==> config.mk <==
export PLATFORM = sky130hd
export DESIGN_NAME = robs_datapath
export DESIGN_NICKNAME = d
export VERILOG_FILES = /design/src/rtl/robs_datapath.sv
export SDC_FILE = /design/constraint.sdc
export NUM_CORES = 1
export LEC_CHECK = 0
export BUFFER_PORTS_ARGS = -buffer_cell sky130_fd_sc_hd__buf_4
export CAP_MARGIN = 5
export CORE_MARGIN = 1.5
export CORE_UTILIZATION = 60
export DETAILED_ROUTE_END_ITERATION = 8
export GPL_ROUTABILITY_DRIVEN = 0
export PLACE_DENSITY = 0.82
export SYNTH_ARGS = -nofsm -noshare
export SYNTH_HDL_FRONTEND = slang
export SYNTH_SLANG_ARGS = --single-unit
==> constraint.sdc <==
create_clock -name clk -period 7.1 [get_ports clk]
set_input_delay 0.71 -clock clk [delete_from_list [all_inputs] [get_ports clk]]
set_output_delay 0.71 -clock clk [all_outputs]
set_load 0.02 [all_outputs]
==> src/rtl/robs_datapath.sv <==
// ============================================================================
// Module      : robs_datapath
// Description : Signed shift-add multiplier datapath driven by a one-hot-ish
//               micro-operation control word; exposes status flags to a sequencer.
// Revision    : 1.0 - initial release
// ============================================================================
`default_nettype none

module robs_datapath #(
    parameter int N  = 8,
    parameter int CW = $clog2(N)
) (
    input  logic             clk,
    input  logic             reset,
    input  logic [14:0]      c,
    input  logic [N-1:0]     multiplicand,
    input  logic [N-1:0]     multiplier,
    output logic             zq,
    output logic             zy,
    output logic             zr,
    output logic [2*N-1:0]   product,
    output logic             valid
);

    localparam logic [CW-1:0] CNT_INIT = CW'(N - 1);
    localparam logic [CW-1:0] CNT_ONE  = CW'(1);

    // Control decode
    logic w_ldy, w_ldq, w_clra, w_ldcnt, w_dec, w_add, w_sub, w_shr;
    logic w_ldp, w_clrp, w_setv, w_clrv;
    logic unused_ctrl;

    assign w_ldy       = c[0];
    assign w_ldq       = c[1];
    assign w_clra      = c[2];
    assign w_ldcnt     = c[3];
    assign w_dec       = c[4];
    assign w_add       = c[5];
    assign w_sub       = c[6];
    assign w_shr       = c[7];
    assign w_ldp       = c[8];
    assign w_clrp      = c[9];
    assign w_setv      = c[10];
    assign w_clrv      = c[11];
    assign unused_ctrl = ^c[14:12];

    // State registers; fa_q holds the signed accumulator {F,A}
    logic [N-1:0]   y_q,   y_d;
    logic [N-1:0]   q_q,   q_d;
    logic [N:0]     fa_q,  fa_d;
    logic [CW-1:0]  cnt_q, cnt_d;
    logic [2*N-1:0] p_q,   p_d;
    logic           v_q,   v_d;

    logic [N:0]     w_yext;
    logic [N:0]     w_sum;

    assign w_yext = {y_q[N-1], y_q};

    always_comb begin
        w_sum = fa_q;
        if (w_add && !w_sub) begin
            w_sum = fa_q + w_yext;
        end else if (w_sub && !w_add) begin
            w_sum = fa_q - w_yext;
        end
    end

    always_comb begin
        y_d   = y_q;
        q_d   = q_q;
        fa_d  = w_sum;
        cnt_d = cnt_q;
        p_d   = p_q;
        v_d   = v_q;

        if (w_ldy) begin
            y_d = multiplicand;
        end

        if (w_clra) begin
            fa_d = '0;
        end else if (w_shr) begin
            fa_d = {w_sum[N], w_sum[N:1]};
        end

        // A clear during a shift still shifts Q, but the bit entering Q is zero
        if (w_ldq) begin
            q_d = multiplier;
        end else if (w_shr) begin
            q_d = {(w_sum[0] & ~w_clra), q_q[N-1:1]};
        end

        if (w_ldcnt) begin
            cnt_d = CNT_INIT;
        end else if (w_dec && (cnt_q != '0)) begin
            cnt_d = cnt_q - CNT_ONE;
        end

        if (w_clrp) begin
            p_d = '0;
        end else if (w_ldp) begin
            p_d = {fa_q[N-1:0], q_q};
        end

        if (w_clrv) begin
            v_d = 1'b0;
        end else if (w_setv) begin
            v_d = 1'b1;
        end
    end

    always_ff @(posedge clk or negedge reset) begin
        if (!reset) begin
            y_q   <= '0;
            q_q   <= '0;
            fa_q  <= '0;
            cnt_q <= '0;
            p_q   <= '0;
            v_q   <= 1'b0;
        end else begin
            y_q   <= y_d;
            q_q   <= q_d;
            fa_q  <= fa_d;
            cnt_q <= cnt_d;
            p_q   <= p_d;
            v_q   <= v_d;
        end
    end

    assign zq      = q_q[0];
    assign zy      = (y_q == '0);
    assign zr      = (cnt_q == '0);
    assign product = p_q;
    assign valid   = v_q;

endmodule

`default_nettype wire

; Word-level counts from Yosys, hierarchy flattened
; Cells that the tools add are included.
[totals]
ff_bits = 45
word_cells = 35
[op_classes]
n_addsub = 3
n_mux = 12
bitwise_logic = 2
reduce_logical = 12
[ops]
columns = op, count
row1 = 16-bit two-way mux, 2
row2 = 9-bit two-way mux, 3
row3 = 8-bit two-way mux, 3
row4 = 9-bit adder, 1
row5 = 9-bit subtractor, 1
row6 = 8-bit zero test, 1
row7 = 2-bit nonzero test, 4
row8 = 3-bit two-way mux, 2
row9 = 1-bit logical AND, 3
row10 = 3-bit zero test, 1
row11 = 3-bit nonzero test, 1
row12 = "3-bit by 1-bit subtractor with 3-bit output, second input constant", 1
row13 = 1-bit zero test, 2
row14 = 1-bit two-way mux, 2
row15 = 1-bit bitwise AND, 1
row16 = 1-bit NOT, 1

; Depth between registers and ports, before layout
[logic_depth]
depth_word = 7
depth_mapped = 9
mapped_depth_nobuf = 9

; Worst setup path before layout
; Ideal clock, no wire load.
[synth_timing]
path_kind = register -> register
start = register y_q[0]
end = register fa_q[7]
setup_ns = 0.087
arrival_time_ns = 2.135
slack_ns = 4.879
stages_incl_launch_ff = 10
path_buffers = 0
synth_period_minus_slack_ns = 2.221
cell_sequence = dfrtp_1 -> ha_1 -> inv_1 -> fa_1 -> nor2_2 -> o311a_4 -> nor4b_4 -> o211a_1 -> or4_1 -> o211ai_1
[synth_between]
elab_chain_cells = 5
elab_cells_between_ends = 6
cone_classes = add/sub (2) / mux (4)
[synth_rtl]
columns = element, line_no
row1 = from (decl), 48  ; logic [N-1:0] y_q, y_d;
row2 = from (signal assigned), 122  ; y_q <= y_d;
row3 = 9-bit subtractor, 65  ; w_sum = fa_q - w_yext;
row4 = 9-bit two-way mux, 64  ; end else if (w_sub && !w_add) begin
row5 = 9-bit two-way mux (*), 62  ; if (w_add && !w_sub) begin
row6 = 8-bit two-way mux (*), 83  ; end else if (w_shr) begin
row7 = 9-bit two-way mux (*), 81  ; if (w_clra) begin
row8 = net fa_d[7], 50  ; logic [N:0] fa_q, fa_d;
row9 = to (signal assigned), 117  ; fa_q <= '0;
row10 = to (signal assigned), 124  ; fa_q <= fa_d;
row11 = to (decl), 50
; The timed path passes the listed nets; every way through them passes the cells marked *.
; A chain may end at the register's enable or synchronous reset.

; Final worst setup path
[layout_timing]
start = register fa_q[2]
end = register fa_q[5]
[layout_between]
elab_chain_cells = 5
elab_cells_between_ends = 6
cone_classes = add/sub (2) / mux (4)
[layout_rtl]
columns = element, line_no
row1 = 9-bit subtractor, 65
row2 = 9-bit two-way mux, 64
row3 = 9-bit two-way mux (*), 62
row4 = 8-bit two-way mux (*), 83
row5 = 9-bit two-way mux (*), 81
row6 = net fa_d[5], 50
; Marked as above.

==> results.tsv <==
metric	value	unit
dr.pass1.iters	4	
post_drt_wl_per_cell	15.8	µm
fin_crit	2.70	ns
ios	53	
power_density	212	nW/µm²
register_area	1130	µm²
clkLatencyLatePin	0.30	ns
avgSynthCellArea	9.35	µm²
r2r-start	fa_q[2]	
max_freq	371	MHz
via_per_inst	5.90	
syn-num-nets	361	
setup_viol	0	
synth_cell_types	56	
worstSetupStartpointType	flip-flop	
cts_setup_buffers	0	
fin_util	0.710	
hp-class	primary input to async pin	
grt_pass1_vias	2291	
grt_use_total	0.261	
core_area	4660	µm²
grt_first_pass_wirelength	10600	µm
ff2ff_setup_slack	4.40	ns
setup.worst_path.class	flip-flop to flip-flop	
cp_max_fo	9	
worst_pin_slew	0.695	ns
start_util	0.618	
worstPathRequired	7.25	ns
ctsHoldBuffers	0	
reg2regPathDepth	7	
yosysWarnings	0	
power.leakage	1.67	nW
rsz0062_at_grt	false	
cts_resized	0	
critPathArrivalTime	2.85	ns
nets	402	
drv_slew	0	
worst_ir_drop_vdd	0.142	mV
syn-instance-count	308	
crit_path_max_incr_delay	0.50	ns
crit_slowest_cell	ha_1	
drive_gt1_frac	0.200	
port-buffer-count	49	
grt_max_degree	46	
fillerInstances	352	
finalWorstSetupSlack	4.40	ns
synth_ff_type	dfrtp_1	
reg2reg_to	fa_q[5]	
dpl.hpwl	4910	µm
drc	0	
die-area	5230	µm²
maxSlewHeadroom	0.530	
die_x	72.3	µm
num_rows	25	
drt-total-wl	6380	µm
antenna_left	0	
status	finished, final reports clean	
worstPathCellList	ha_1, and2b_2, o31ai_1, a21oi_1, a32o_1, a211oi_1, o22ai_1	
syn_area	2880	µm²
async_reset_ff_frac	1.00	
final_cells	404	
cts.htree.levels	2	
ys_seq_elements	45	
areaGrowthSynthToFinish	14.9	%
drt_iter0_markers	215	
dp_cells	396	
holdWs	0.391	ns
overflow	0	
yosysSeqAreaShare	0.391	
die_y	72.3	µm
fin_setup_tns	0	ns
finalHoldViolCount	0	
dp_slack	4.50	ns
diodes	0	
num_vias	2383	
cts-root-buf	clkbuf_8	
numCtsBuffers	5	
clock_skew	0.00659	ns
final.period_utilization	0.380	
cts_tree	yes	
clockBufferDepth	2	
endpoint_kind	flip-flop	
drv_cap	0	
antenna_found_initial	0	
multiInputGateArea	1590	µm²
clkSinkCount	45	
path_clk_slew	0.09	ns
synth_edf_count	0	
-- routing by layer --
metal	global-route usage	share of wire	routed length [µm]	vias to the layer above
li1	-	-	-	1163
met1	0.329	0.42	2690	1128
met2	0.435	0.49	3150	76
met3	0.0583	0.060	382	16
met4	0.109	0.025	161	0
met5	0	0	0	-
-- state kept, by name (all words and copies together) (netlist names) --
signal,count
fa_q,9
y_q,8
cnt_q,3
product,16
valid,1
q_q,8
-- worst max-delay path, delay by kind of cell, from the launching register on --
family                   cells  cell delay [ns]
flip-flops                   1             0.47
AND/OR/NAND/NOR              1             0.28
adder cells (fa/ha/maj)      1             0.50
AO/OA/AOI/OAI                5             1.30
-- power breakdown --
| part | total (mW) | switching, mW | internal [mW] |
|---|---|---|---|
| clock | 0.158 | 0.0888 | 0.0694 |
| sequential | 0.305 | 0.0240 | 0.281 |
| combinational | 0.238 | 0.135 | 0.102 |
-- cell usage in the layout, fill, tap and decap left out, drive strengths merged, types with 3 or more instances in the layout --
cell	instances
dfrtp	45
o21ai	20
inv	20
o22ai	4
mux2i	26
clkbuf	6
nor2	40
buf	49
o31ai	3
o211ai	3
nand3b	5
a21oi	18
nor3b	3
nand2b	6
nand2	26
a211oi	6
nor2b	4
ha	18
nor3	6
-- how the worst max path moves through the flow --
stage / start / end / slack, ns / cells past startpoint
2_1_floorplan: y_q[0] / fa_q[7] / 4.88 / 9
3_3_place_gp: fa_q[2] / fa_q[5] / 4.58 / 7
3_5_place_dp: fa_q[2] / fa_q[5] / 4.50 / 7
4_1_cts: fa_q[2] / fa_q[5] / 4.45 / 7
5_1_grt: fa_q[2] / fa_q[5] / 4.29 / 7
6_report: fa_q[2] / fa_q[5] / 4.40 / 7
-- cell usage after synthesis (2+ instances only) --
cell type | count | area [µm²]
nor3b_1 | 3 | 22.5
o21ai_0 | 20 | 100
o211ai_1 | 3 | 22.5
nand2_1 | 26 | 97.6
inv_1 | 20 | 75.1
a211o_1 | 2 | 17.5
clkbuf_1 | 7 | 26.3
buf_6 | 3 | 33.8
dfrtp_1 | 45 | 1130
xnor2_1 | 2 | 17.5
o31ai_1 | 3 | 22.5
mux2i_1 | 26 | 260
ha_1 | 18 | 225
or2_2 | 2 | 12.5
o21bai_1 | 2 | 15.0
nor2b_1 | 4 | 25.0
nand2b_1 | 6 | 37.5
mux2_2 | 2 | 22.5
nor3_1 | 6 | 30.0
nand3b_1 | 5 | 37.5
or4_1 | 2 | 15.0
fa_1 | 2 | 40.0
nor2_1 | 39 | 146
buf_1 | 2 | 7.51
a21oi_1 | 18 | 90.1
a211oi_1 | 6 | 45.0
o22ai_1 | 4 | 25.0
xor2_1 | 2 | 17.5
-- logic make-up after synthesis --
| group | synth area share |
|---|---|
| DFF | 0.391 |
| AOI/OAI and AO/OA | 0.171 |
| xor gates and xnor gates | 0.0122 |
| and+or+nand+nor | 0.177 |
| buffers and inverters | 0.0586 |
| adders and majority gates | 0.0921 |
| muxes | 0.0982 |
-- metrics by stage --
stage / cell area [µm²] / total power [mW]
6_report: 3310 / 0.700
4_1_cts: 3310 / 0.702
3_5_place_dp: 3220 / 0.545
5_1_grt: 3310 / 0.743
2_1_floorplan: 2880 / 0.476
3_3_place_gp: 3220 / 0.534
-- cell type report --
cell class / instances / share of cell area
multi-input combinational: 228 / 0.479
sequential: 45 / 0.340
timing repair buffer: 49 / 0.111
inverter: 20 / 0.0227
clock buffer: 6 / 0.0219
tap: 54 / 0.0204
clock inverter: 2 / 0.00454
Power figures use the tool's default switching activity.
